===== config.mk =====
export PLATFORM = sky130hd
export DESIGN_NAME = pixel_stream_tx
export DESIGN_NICKNAME = d
export VERILOG_FILES = /design/src/rtl/bnn_pkg.sv /design/src/rtl/pixel_stream_tx.sv
export SDC_FILE = /design/constraint.sdc
export NUM_CORES = 1
export LEC_CHECK = 0
export CAP_MARGIN = 5
export CORE_ASPECT_RATIO = 2
export CORE_MARGIN = 3
export CORE_UTILIZATION = 46
export DETAILED_ROUTE_END_ITERATION = 8
export GPL_ROUTABILITY_DRIVEN = 0
export PLACE_DENSITY = 0.65
export SLEW_MARGIN = 5
export SYNTH_ARGS = -nofsm -noshare
export SYNTH_HDL_FRONTEND = slang
export SYNTH_SLANG_ARGS = --single-unit
export TNS_END_PERCENT = 1

===== constraint.sdc =====
create_clock -name clk -period 2.65 [get_ports clk]
set_input_delay 0.265 -clock clk [delete_from_list [all_inputs] [get_ports clk]]
set_output_delay 0.265 -clock clk [all_outputs]
set_load 0.01 [all_outputs]

===== src/rtl/bnn_pkg.sv =====
// Shared definitions for the BNN input path.
// Holds the frame geometry (pixel count, packed byte count, pixel counter
// width) and the pixel transmitter FSM state type.
package bnn_pkg;

  localparam int N_PIXELS        = 784;
  localparam int BYTES_PER_FRAME = N_PIXELS / 8;
  localparam int PIX_CNT_W       = 10;

  typedef enum logic [1:0] {
    ST_IDLE  = 2'd0,
    ST_SHIFT = 2'd1,
    ST_DONE  = 2'd2
  } tx_state_e;

endpackage


===== src/rtl/pixel_stream_tx.sv =====
// pixel_stream_tx: unpacks a frame of packed pixel bytes into a serial pixel
// stream for the pixel register loader.
//
// Ports:
//   clk        - single clock, all state on the rising edge
//   rst_n      - asynchronous active-low reset, aborts any frame
//   start      - one-cycle request to begin a frame (honoured only in IDLE)
//   byte_in    - eight packed pixels, bit0 is the lowest-index pixel
//   byte_valid - producer qualifier for byte_in
//   byte_ready - block takes byte_in on this edge when byte_valid is high
//   pix_bit    - serial pixel, LSB of byte 0 first
//   pix_valid  - pix_bit carries a real pixel this cycle
//   busy       - frame in progress
//   frame_done - one-cycle pulse the cycle after the last pixel
//   underrun   - sticky: the stream bubbled in the current or last frame
//
// All outputs are registered. Their next values are derived from the next
// state and the next datapath values, so each output shows the condition of
// the state it sits in.
module pixel_stream_tx #(
  parameter int N_PIXELS        = bnn_pkg::N_PIXELS,
  parameter int BYTES_PER_FRAME = bnn_pkg::BYTES_PER_FRAME
) (
  input  logic       clk,
  input  logic       rst_n,
  input  logic       start,
  input  logic [7:0] byte_in,
  input  logic       byte_valid,
  output logic       byte_ready,
  output logic       pix_bit,
  output logic       pix_valid,
  output logic       busy,
  output logic       frame_done,
  output logic       underrun
);

  import bnn_pkg::*;

  localparam int BCNT_W = $clog2(BYTES_PER_FRAME + 1);
  localparam logic [PIX_CNT_W-1:0] LAST_PIX  = PIX_CNT_W'(N_PIXELS - 1);
  localparam logic [BCNT_W-1:0]    MAX_BYTES = BCNT_W'(BYTES_PER_FRAME);
  localparam logic [BCNT_W-1:0]    BCNT_ONE  = BCNT_W'(1);

  tx_state_e state_r;
  tx_state_e state_s;

  logic [7:0]           hold_r,      hold_s;
  logic                 hold_full_r, hold_full_s;
  logic [7:0]           shift_r,     shift_s;
  logic [3:0]           bits_r,      bits_s;
  logic [PIX_CNT_W-1:0] pix_cnt_r,   pix_cnt_s;
  logic [BCNT_W-1:0]    byte_cnt_r,  byte_cnt_s;
  logic                 last_out_r,  last_out_s;

  logic byte_ready_r, byte_ready_s;
  logic pix_bit_r,    pix_bit_s;
  logic pix_valid_r,  pix_valid_s;
  logic busy_r,       busy_s;
  logic frame_done_r, frame_done_s;
  logic underrun_r,   underrun_s;

  logic start_s;
  logic accept_s;
  logic present_s;
  logic load_s;
  logic bubble_s;

  // byte_ready_r already equals the ready condition of the current registers
  assign start_s   = (state_r == ST_IDLE) && start;
  assign accept_s  = (state_r == ST_SHIFT) && byte_valid && byte_ready_r;
  assign present_s = (state_r == ST_SHIFT) && (bits_r != 4'd0);
  // refill when empty or when the last bit leaves on this edge, so the next
  // byte follows without a gap
  assign load_s    = (state_r == ST_SHIFT) && hold_full_r &&
                     ((bits_r == 4'd0) || (bits_r == 4'd1));
  // a bubble only counts once the frame's first byte has arrived
  assign bubble_s  = (state_r == ST_SHIFT) && (bits_r == 4'd0) && !hold_full_r &&
                     (byte_cnt_r != {BCNT_W{1'b0}}) && !last_out_r;

  // FSM state register
  always_ff @(posedge clk or negedge rst_n) begin
    if (!rst_n) begin
      state_r <= ST_IDLE;
    end else begin
      state_r <= state_s;
    end
  end

  // FSM next-state logic
  always_comb begin
    state_s = state_r;
    case (state_r)
      ST_IDLE: begin
        if (start) begin
          state_s = ST_SHIFT;
        end else begin
          state_s = ST_IDLE;
        end
      end
      ST_SHIFT: begin
        // last_out_r marks that pixel N_PIXELS-1 is on the output now
        if (last_out_r) begin
          state_s = ST_DONE;
        end else begin
          state_s = ST_SHIFT;
        end
      end
      ST_DONE: begin
        state_s = ST_IDLE;
      end
      default: begin
        state_s = ST_IDLE;
      end
    endcase
  end

  // Next datapath and output values
  always_comb begin
    hold_s      = hold_r;
    hold_full_s = hold_full_r;
    shift_s     = shift_r;
    bits_s      = bits_r;
    pix_cnt_s   = pix_cnt_r;
    byte_cnt_s  = byte_cnt_r;
    last_out_s  = last_out_r;
    underrun_s  = underrun_r;
    pix_bit_s   = 1'b0;
    pix_valid_s = 1'b0;

    if (start_s) begin
      hold_s      = 8'd0;
      hold_full_s = 1'b0;
      shift_s     = 8'd0;
      bits_s      = 4'd0;
      pix_cnt_s   = {PIX_CNT_W{1'b0}};
      byte_cnt_s  = {BCNT_W{1'b0}};
      last_out_s  = 1'b0;
      underrun_s  = 1'b0;
    end else if (state_r == ST_SHIFT) begin
      if (present_s) begin
        pix_bit_s   = shift_r[0];
        pix_valid_s = 1'b1;
        shift_s     = {1'b0, shift_r[7:1]};
        bits_s      = bits_r - 4'd1;
        // the counter saturates at the last index; last_out ends the frame
        if (pix_cnt_r == LAST_PIX) begin
          last_out_s = 1'b1;
        end else begin
          pix_cnt_s = pix_cnt_r + 10'd1;
        end
      end else begin
        pix_bit_s   = 1'b0;
        pix_valid_s = 1'b0;
      end

      if (load_s) begin
        shift_s     = hold_r;
        bits_s      = 4'd8;
        hold_full_s = 1'b0;
      end else begin
        hold_full_s = hold_full_r;
      end

      // a byte taken on the same edge as a load leaves hold full again
      if (accept_s) begin
        hold_s      = byte_in;
        hold_full_s = 1'b1;
        byte_cnt_s  = byte_cnt_r + BCNT_ONE;
      end else begin
        hold_s = hold_r;
      end

      if (bubble_s) begin
        underrun_s = 1'b1;
      end else begin
        underrun_s = underrun_r;
      end
    end else begin
      pix_bit_s   = 1'b0;
      pix_valid_s = 1'b0;
    end

    byte_ready_s = (state_s == ST_SHIFT) && !hold_full_s && (byte_cnt_s < MAX_BYTES);
    busy_s       = (state_s == ST_SHIFT);
    frame_done_s = (state_s == ST_DONE);
  end

  // Datapath and output registers
  always_ff @(posedge clk or negedge rst_n) begin
    if (!rst_n) begin
      hold_r       <= 8'd0;
      hold_full_r  <= 1'b0;
      shift_r      <= 8'd0;
      bits_r       <= 4'd0;
      pix_cnt_r    <= {PIX_CNT_W{1'b0}};
      byte_cnt_r   <= {BCNT_W{1'b0}};
      last_out_r   <= 1'b0;
      byte_ready_r <= 1'b0;
      pix_bit_r    <= 1'b0;
      pix_valid_r  <= 1'b0;
      busy_r       <= 1'b0;
      frame_done_r <= 1'b0;
      underrun_r   <= 1'b0;
    end else begin
      hold_r       <= hold_s;
      hold_full_r  <= hold_full_s;
      shift_r      <= shift_s;
      bits_r       <= bits_s;
      pix_cnt_r    <= pix_cnt_s;
      byte_cnt_r   <= byte_cnt_s;
      last_out_r   <= last_out_s;
      byte_ready_r <= byte_ready_s;
      pix_bit_r    <= pix_bit_s;
      pix_valid_r  <= pix_valid_s;
      busy_r       <= busy_s;
      frame_done_r <= frame_done_s;
      underrun_r   <= underrun_s;
    end
  end

  assign byte_ready = byte_ready_r;
  assign pix_bit    = pix_bit_r;
  assign pix_valid  = pix_valid_r;
  assign busy       = busy_r;
  assign frame_done = frame_done_r;
  assign underrun   = underrun_r;

endmodule


==> reports/metrics.cfg <==
[synthesis]
syn-cell-area_mm2 = 0.00227
synth-simple-area-share_pct = 19.8
synth_compound_area_share_pct = 16.5
yosysMostFrequentCell = dfrtp_1
synth-xor-area-share_pct = 2.31
synth.area.mux_share_pct = 3.52
synth_area_per_cell_um2 = 10.3
synth_cell_types = 49
synth-adder-area-share_pct = 2.75
synth_nets = 238
synth_cells = 221
ys.warnings.count = 0
synth_top_family_by_area = simple AND/OR/NAND/NOR gates
ys_async_sr_fraction_pct = 100
synth_area_leaders = dfrtp_1, mux2i_1, a22o_1, nand2_1, o21ai_0
synth_top_area_share_pct = 51.7
synth_edf_count = 0
synth-seq-cells = 47
seq_area_frac_synth_pct = 51.7
synth_common_cells = dfrtp_1, nand2_1, o21ai_0
synth_ff_type = dfrtp_1
synth_area_leader_cell = dfrtp_1

[detailed_routing]
ant_nets = 0
dr.pass1.iters = 4
routed-via-count = 1688
post_drt_wl_per_cell_um = 15.3
vias_per_cell = 5.80
drt-initial-drc-count = 40
routed_wl_mm = 4.45
drc = 0

[placed_design]
portBuffers = 17
hpwl_mm = 3.10
dpl_cell_area_mm2 = 0.00247

[pwr]
switching_share_pct = 32.8
seqPwrFrac_pct = 44.1
power_per_cell_area_mw_per_mm2 = 970
leakage_nw = 1.16
p_switching_w = 0.000829
intPower_w = 0.00170
comb_power_share_pct = 31.9
irDropWorstVdd_mv = 0.627
power_w = 0.00253
pwr-share-clk_pct = 24.0

[critical_path]
slowest_stage = or4_1
path_class = flip-flop to flip-flop
required_ns = 2.88
critical_path.reg2reg.endpoint = pix_cnt_r[6]
cp_cell_sequence = inv_1 -> ha_1 -> nor3b_1 -> or3_1 -> or4_1 -> a21oi_1
cp-endpoint = pix_cnt_r[6]
max_stage_delay_ns = 0.54
regToRegSetupSlack_ns = 0.54
reg2reg_from = bits_r[0]
cp_max_fo = 7
arrival_ns = 2.33
cp-start-kind = flip-flop
critPathLaunch = bits_r[0]
reg2reg_depth = 6
crit_path_end_kind = flip-flop

[finish]
syn2layout_area_growth_pct = 14.7
fillers = 423
design_area_mm2 = 0.00261
layout-drive-gt1-share_pct = 8.90
fin_nets = 252
num_antenna_cells = 0
multi_input_area_mm2 = 0.00102
regArea_mm2 = 0.00118

[cts]
h-tree-depth = 2
cts_sinks = 47
cts_resized = 0
clkLatencyLatePin_ns = 0.29
cts_hold_buf = 0
ctsLongestPathBuffers = 2
postCtsSetupBuffers = 0
cts_root_buffer = clkbuf_8
cts.clk_slew.worst_paths_ns = 0.09
cts_tree = done
cts-buffers-inserted = 5

[grt]
grtUsageTotal_pct = 16.4
grt.overflow.total = 0
grt_pass1_wl_mm = 7.77
grt_max_degree = 48
antenna_found_initial = 0
first_global_vias = 1735

[timing]
final-setup-viol-count = 0
finalCritPeriodShare_pct = 79.4
hold_viol = 0
skew_ns = 0.00740
slew_headroom_pct = 30.5
period_needed_ns = 2.11
setup_tns_ns = 0
drv_slew = 0
worstMarginPinSlew_ns = 1.04
max_clock_freq_mhz = 475
rsz0062_at_grt = no

[floorplanning]
pin_count = 18
die_x_um = 55.7
rows = 35
die_y_um = 105
die_area_mm2 = 0.00587
core_area_mm2 = 0.00469
initial_core_util_pct = 48.5

[worst_hold_path]
hp-class = primary input to asynchronous set/reset pin

[run]
max-cap-violations = 0

[status]
status = finished clean

-- registers in the layout (all words and copies together), names as in the netlist --
| signal | flops |
|---|---|
| hold_full_r | 1 |
| pix_valid | 1 |
| state_r | 2 |
| byte_cnt_r | 7 |
| pix_bit | 1 |
| bits_r | 4 |
| frame_done | 1 |
| pix_cnt_r | 10 |
| byte_ready | 1 |
| underrun | 1 |
| last_out_r | 1 |
| busy | 1 |
| shift_r | 8 |
| hold_r | 8 |
-- worst min path at each step --
stage	startpoint	end	slack (ns)	cells past startpoint
floorplan	rst_n	bits_r[0]	-0.03	0
global placement	hold_r[3]	shift_r[3]	0.47	2
detailed placement	hold_r[4]	shift_r[4]	0.47	2
CTS	rst_n	busy	0.18	1
global route	rst_n	busy	0.22	1
finish	rst_n	busy	0.15	1
-- kinds of logic (layout without fill, tap and decap cells) --
logic type,count (synthesis),count (layout)
buf+inv,20,35
compound gates,53,53
simple gates,82,82
xor+xnor,6,6
fa+ha+maj,5,5
mux,8,8
flops,47,47
-- through the flow --
step	setup slack [ns]	cells	hold WS, ns	utilization (%)
final	0.545	291	0.149	55.6
after global routing	0.443	291	0.218	55.6
after global placement	0.607	283	0.466	52.8
after floorplan	0.688	221	-0.0306	-
after CTS	0.537	291	0.183	55.6
after detailed placement	0.554	283	0.471	52.8
-- power by group through the flow --
stage | Sequential, W | Combinational [W] | Clock [W]
2_1_floorplan | 0.00108 | 0.000615 | 0
3_3_place_gp | 0.00112 | 0.000803 | 0
3_5_place_dp | 0.00113 | 0.000814 | 0
4_1_cts | 0.00112 | 0.000818 | 0.000629
6_report | 0.00112 | 0.000808 | 0.000608
5_1_grt | 0.00115 | 0.000920 | 0.000655
-- layout by cell type (no fill, tap or decap), types with 4 or more instances in the layout --
cell / n
dfrtp_1: 47
nand2_1: 21
clkdlybuf4s50_1: 16
o21ai_0: 15
nor2_1: 14
a22o_1: 9
inv_1: 8
mux2i_1: 8
or3_1: 7
a21oi_1: 6
nand3_1: 5
and3_1: 5
ha_1: 5
clkbuf_8: 5
xor2_1: 4
o31ai_1: 4
-- layout make-up --
cell class	count	share of cell area, %
timing repair buffer	19	6.91
sequential	47	45.1
clock inverter	2	2.30
inverter	8	1.15
tap	55	2.64
clock buffer	6	2.78
multi-input combinational	154	39.1
-- per-layer routing --
layer	global-route usage, %	share of wire (%)	vias to the layer above
met2	29.4	54	26
li1	-	-	830
met4	7.65	3.0	0
met5	0	0	-
met3	3.06	2.9	13
met1	18.2	41	819
-- critical path, delay by kind of cell (launching register included) --
kind                     cells  cell delay (ns)
AO/OA/AOI/OAI                1             0.14
adder cells (fa/ha/maj)      1             0.24
buffers and inverters        1             0.06
flip-flops                   1             0.42
AND/OR/NAND/NOR              3             1.17
Note: power is estimated with default switching activity, not from simulation.
==> variant 1 (same settings) <==
The 3 states of `tx_state_e` get a one-hot encoding in 3 bits.
--- a/src/rtl/bnn_pkg.sv
+++ b/src/rtl/bnn_pkg.sv
@@ -7,10 +7,10 @@
   localparam int BYTES_PER_FRAME = N_PIXELS / 8;
   localparam int PIX_CNT_W       = 10;
 
-  typedef enum logic [1:0] {
-    ST_IDLE  = 2'd0,
-    ST_SHIFT = 2'd1,
-    ST_DONE  = 2'd2
+  typedef enum logic [2:0] {
+    ST_IDLE  = 3'b001,
+    ST_SHIFT = 3'b010,
+    ST_DONE  = 3'b100
   } tx_state_e;
 
 endpackage
Check against the original RTL: same outputs for any inputs over 10 cycles, from zero or initial values and one cycle with rst_n low; not proved beyond that.
==> variant 1 against the original RTL <==
Worst setup slack better by 0.067 ns. Area after synthesis is 1.8% higher. Wire length is 4.6% higher. Non-clock buffer count is 4 higher. Critical path type unchanged. Cell count is 9.3% higher. Sequential cell count is 1 higher. Design area is 1.4% higher. Fmax is 3.3% higher. Worst hold slack worse by 0.088 ns. Highest routed layer unchanged. Total power is 15% lower.
==> variant 1: results (changes against the original RTL) <==
* Status: complete, no violations
* CTS clk-pin slew, worst paths at 0.09 ns (about the same)
* Initial antenna violation count at 0 (unchanged)
* Synth top area cells: dfrtp_1 51%, nand2_1 6.2%, nor2_1 5.4%
* Vias in the first global route at 1896 (+9.3%)
* Async SR Flop Fraction at 1.00 (unchanged)
* Clk_lat worst skew at ~0.30 ns
* Drt total wl at 4650 µm (+4.6%)
* # diodes at 0 (unchanged)
* Clk_skew at 0.00469 ns (-0.00271 ns)
* # resized after CTS at 0 (unchanged)
* CP max stage cell: o2111a_1
* Slowest stage delay, CP at 0.64 ns (+0.10 ns)
* Fin crit period at 2.04 ns (-0.0670 ns)
* Largest net degree at the start of global routing at 49 (+2.1%)
* Layout cell share with drive strength beyond 1 at 0.0875 (-0.00153)
* Worst EP arrival at 2.24 ns (-0.09 ns)
* Seq/Total Area, Yosys at 0.519 (+0.00212)
* Synth warn at 0 (unchanged)
* Post-Layout Cell Count at 318 (+9.3%)
* DR iter-0 viols at 41 (+2.5%)
* Peak supply drop at 0.446 mV (-29%)
* GRT Total Usage at 0.178 (+0.0141)
* Total number of vias at 1805 (+6.9%)
* Worst slew pin tran at 0.699 ns (-0.344 ns)
* H-tree depth at 2 (unchanged)
* Dpl cells at 310 (+9.5%)
* Crit path max fanout at 18 (+11)
* HP Class: primary input to asynchronous set/reset pin
* Post-synth top flop: dfrtp_1
* Clock tree buffer depth at 2 (unchanged)
* Max-slew violation count at 0 (unchanged)
* Leak at 1.21 nW (+4.6%)
* Cell variety after synth at 45 (-8.2%)
* CTS root buf: clkbuf_8
* Buffers on Ports at 17 (unchanged)
* CTS buffer count at 5 (unchanged)
* First drt pass iteration count at 4 (unchanged)
* Largest registers: pix_cnt_r x10, hold_r x8, shift_r x8
* Final HPWL DP at 3280 µm (+5.7%)
* Global-route wire length before repair at 8530 µm (+9.8%)
* # setup viols final at 0 (unchanged)
* Area post-placement at 2550 µm² (+3.2%)
* Cell family with most CP delay: compound AO/OA/AOI/OAI gates
* Buffer count from post-CTS setup fixing at 0 (unchanged)
* Mean Syn Cell Area at 9.49 µm² (-7.8%)
* Most frequent cells after synthesis: 47 x dfrtp_1, 38 x nand2_1, 33 x nor2_1, 18 x a21oi_1, 13 x nand3_1
* Fin nets at 280 (+11%)
* Post-Syn Nets at 262 (+10%)
-- variant 1: cell type report --
type	count	area, µm²
Timing Repair Buffer	23	210
Sequential cell	48	1200
Inverter	6	22.5
Clock buffer	8	90.1
Fill cell	451	2090
Tap cell	55	68.8
Multi-Input combinational cell	178	1050
-- variant 1: worst register-to-register path, cell delays in order, from the launching register on --
cell and delay (ns):
dfrtp_1 0.42, nor3b_2 0.41, o2111a_1 0.64, o21a_1 0.21
nor2_1 0.04, a311oi_1 0.23
-- variant 1: through the flow --
step / worst slack, ns / power [mW] / util / hold slack (ns)
3_3_place_gp: 0.621 / 1.71 / 0.540 / 0.402
6_report: 0.612 / 2.15 / 0.559 / 0.0609
3_5_place_dp: 0.586 / 1.73 / 0.540 / 0.407
4_1_cts: 0.567 / 2.18 / 0.559 / 0.0835
2_1_floorplan: 0.905 / 1.48 / - / -0.0306
5_1_grt: 0.408 / 2.32 / 0.559 / 0.103
-- variant 1: power by group --
part	total (mW)	internal (mW)	switching, mW	leakage (nW)
clock network	0.446	0.213	0.233	0.0455
logic	0.696	0.288	0.409	0.526
registers	1.00	0.893	0.110	0.640
total	2.15	1.39	0.752	1.21
-- variant 1: worst paths after layout --
| path | from | endpoint | slack (ns) | cells past startpoint |
|---|---|---|---|---|
| max | state_r[1] | bits_r[3] | 0.61 | 5 |
| min | rst_n | pix_cnt_r[0] | 0.06 | 2 |
| max reg2reg | state_r[1] | bits_r[3] | 0.61 | 5 |
| min reg2reg | hold_r[7] | shift_r[7] | 0.49 | 2 |
| max in group asynchronous | rst_n | bits_r[2] | 2.19 | 2 |
| min in group clk | byte_in[1] | hold_r[1] | 0.49 | 3 |
-- variant 1: logic make-up (layout without fill, tap and decap cells) --
family	count (synthesis)	in the layout	share of synthesized area
adders and majority gates	6	6	0.0324
and+or+nand+nor	117	117	0.246
xor gates and xnor gates	13	13	0.0492
muxes	4	4	0.0173
DFF	48	48	0.519
buffers and inverters	18	37	0.0335
AOI/OAI and AO/OA	38	38	0.102
-- variant 1: per-layer routing --
| metal | up-vias | wire (µm) | track usage |
|---|---|---|---|
| met5 | - | 0 | 0 |
| met4 | 0 | 167 | 0.0968 |
| met3 | 16 | 132 | 0.0267 |
| met2 | 35 | 2470 | 0.311 |
| met1 | 883 | 1880 | 0.204 |
| li1 | 871 | - | - |
==> variant 2 (same settings) <==
Made on the original files. The package constant `N_PIXELS` goes from 784 to 1568.
--- a/src/rtl/bnn_pkg.sv
+++ b/src/rtl/bnn_pkg.sv
@@ -3,7 +3,7 @@
 // width) and the pixel transmitter FSM state type.
 package bnn_pkg;
 
-  localparam int N_PIXELS        = 784;
+  localparam int N_PIXELS        = 1568;
   localparam int BYTES_PER_FRAME = N_PIXELS / 8;
   localparam int PIX_CNT_W       = 10;
 
Behaviour: no difference found for any inputs over 10 cycles, from zero or initial values and one cycle with rst_n low; that may be too few to reach the edited logic, so the function may still have changed.
==> variant 2 against the original RTL <==
Wire length fell by 5.3%. Total power rose by 15%. Sequential cell count rose by 1. Design area rose by 1.4%. Sequential power rose by 7%. Area after synthesis fell by 0.22%. First-iteration DRC count fell by 33%. Clock skew rose by 0.0041 ns. Core utilization rose by 0.77 points. Worst setup slack improved by 0.0067 ns. Sequential share of layout area rose by 0.33 points. Critical endpoint is now pix_cnt_r[1].
==> variant 2: results (changes against the original RTL) <==
* # resized after CTS at 0 (unchanged)
* Fin nets at 250 (-0.79%)
* Worst EP arrival at 2.28 ns (-0.05 ns)
* # diodes at 0 (unchanged)
* Final HPWL DP at 3060 µm (-1.5%)
* Crit path max fanout at 17 (+10)
* Post-Syn Nets at 231 (-2.9%)
* Vias in the first global route at 1549 (-11%)
* Clk_skew at 0.0115 ns (+0.00406 ns)
* Peak supply drop at 0.614 mV (-2.2%)
* Seq/Total Area, Yosys at 0.530 (+0.0122)
* Most frequent cells after synthesis: 48 x dfrtp_1, 26 x nor2_1, 21 x nand2_1, 13 x mux2i_1
* Synth warn at 0 (unchanged)
* Slowest stage delay, CP at 0.57 ns (+0.03 ns)
* Layout cell share with drive strength beyond 1 at 0.0812 (-0.00779)
* DR iter-0 viols at 27 (-33%)
* Buffers on Ports at 17 (unchanged)
* CTS root buf: clkbuf_8
* Cts hold-fix bufs at 1 (+1)
* Cell family with most CP delay: compound AO/OA/AOI/OAI gates
* Cell variety after synth at 46 (-6.1%)
* Synth top area cells: dfrtp_1 53%, mux2i_1 5.7%, nor2_1 4.3%
* First drt pass iteration count at 4 (unchanged)
* H-tree depth at 2 (unchanged)
* CTS buffer count at 5 (unchanged)
* Drt total wl at 4210 µm (-5.3%)
* Initial antenna violation count at 0 (unchanged)
* HP Class: primary input to asynchronous set/reset pin
* Register with the most flip-flops: pix_cnt_r
* Global-route wire length before repair at 7410 µm (-4.6%)
* Leak at 1.20 nW (+3.6%)
* Max reg flops at 10 (unchanged)
* Largest net degree at the start of global routing at 31 (-35%)
* GRT Total Usage at 0.160 (-0.00442)
* Total number of vias at 1592 (-5.7%)
* CP max stage cell: a21o_1
* Worst slew pin tran at 0.669 ns (-0.374 ns)
* Clock tree buffer depth at 2 (unchanged)
* Status: complete, no violations
## variant 2: changes by cell type after synthesis, sizes merged, moves of 4 or more
cell	before	now
buf	2	6
clkbuf	10	3
mux2i	8	13
nor2	14	27
o21ai	15	10
o31ai	4	0
or3	8	0
xnor2	2	8
## variant 2: cell type report
| type | instances | area, µm² |
|---|---|---|
| clock inverters | 3 | 90.1 |
| inverters | 9 | 33.8 |
| fillers | 403 | 2040 |
| flip-flops and latches | 48 | 1200 |
| clock buffers | 5 | 68.8 |
| well taps | 55 | 68.8 |
| repair buffers | 21 | 198 |
| multi-input cells | 148 | 983 |
## variant 2: final timing paths
check                          start      endpoint  slack (ns)  cells past startpoint
max                        bits_r[0]  pix_cnt_r[1]        0.55                      7
min                            rst_n     hold_r[6]        0.43                      2
max reg2reg                bits_r[0]  pix_cnt_r[1]        0.55                      7
min reg2reg                hold_r[5]    shift_r[5]        0.49                      2
max in group asynchronous      rst_n  pix_cnt_r[9]        1.48                      3
min in group clk           hold_r[5]    shift_r[5]        0.49                      2
## variant 2: layer usage
layer  part of all wire  global-route usage
met1               0.41               0.189
met2               0.55               0.281
met3              0.021              0.0221
met4              0.018              0.0696
met5                  0                   0
## variant 2: per-stage QoR
stage                     instance area [µm²]  std cells  power (mW)  setup slack (ns)  hold WS (ns)
after global placement                   2470        280        2.18             0.605         0.231
after CTS                                2640        289        2.94             0.522         0.443
after global routing                     2640        289        3.12             0.397         0.465
after detailed placement                 2470        280        2.21             0.547         0.233
final                                    2640        289        2.90             0.552         0.431
after floorplan                          2270        214        1.95              1.06       -0.0306
## variant 2: cells by family (layout without fill, tap and decap cells)
group,count (synthesis),in the layout,share of synthesized area
compound gates,32,32,0.0971
xor+xnor,12,12,0.0463
fa+ha+maj,5,5,0.0276
buf+inv,18,38,0.0370
flops,48,48,0.530
mux,13,13,0.0574
simple gates,86,86,0.205
## variant 2: where the power goes
part	leakage, nW	switching, mW	total [mW]	internal [mW]
sequential	0.620	0.218	1.20	0.984
combinational	0.500	0.522	0.980	0.459
clock	0.0784	0.244	0.716	0.472
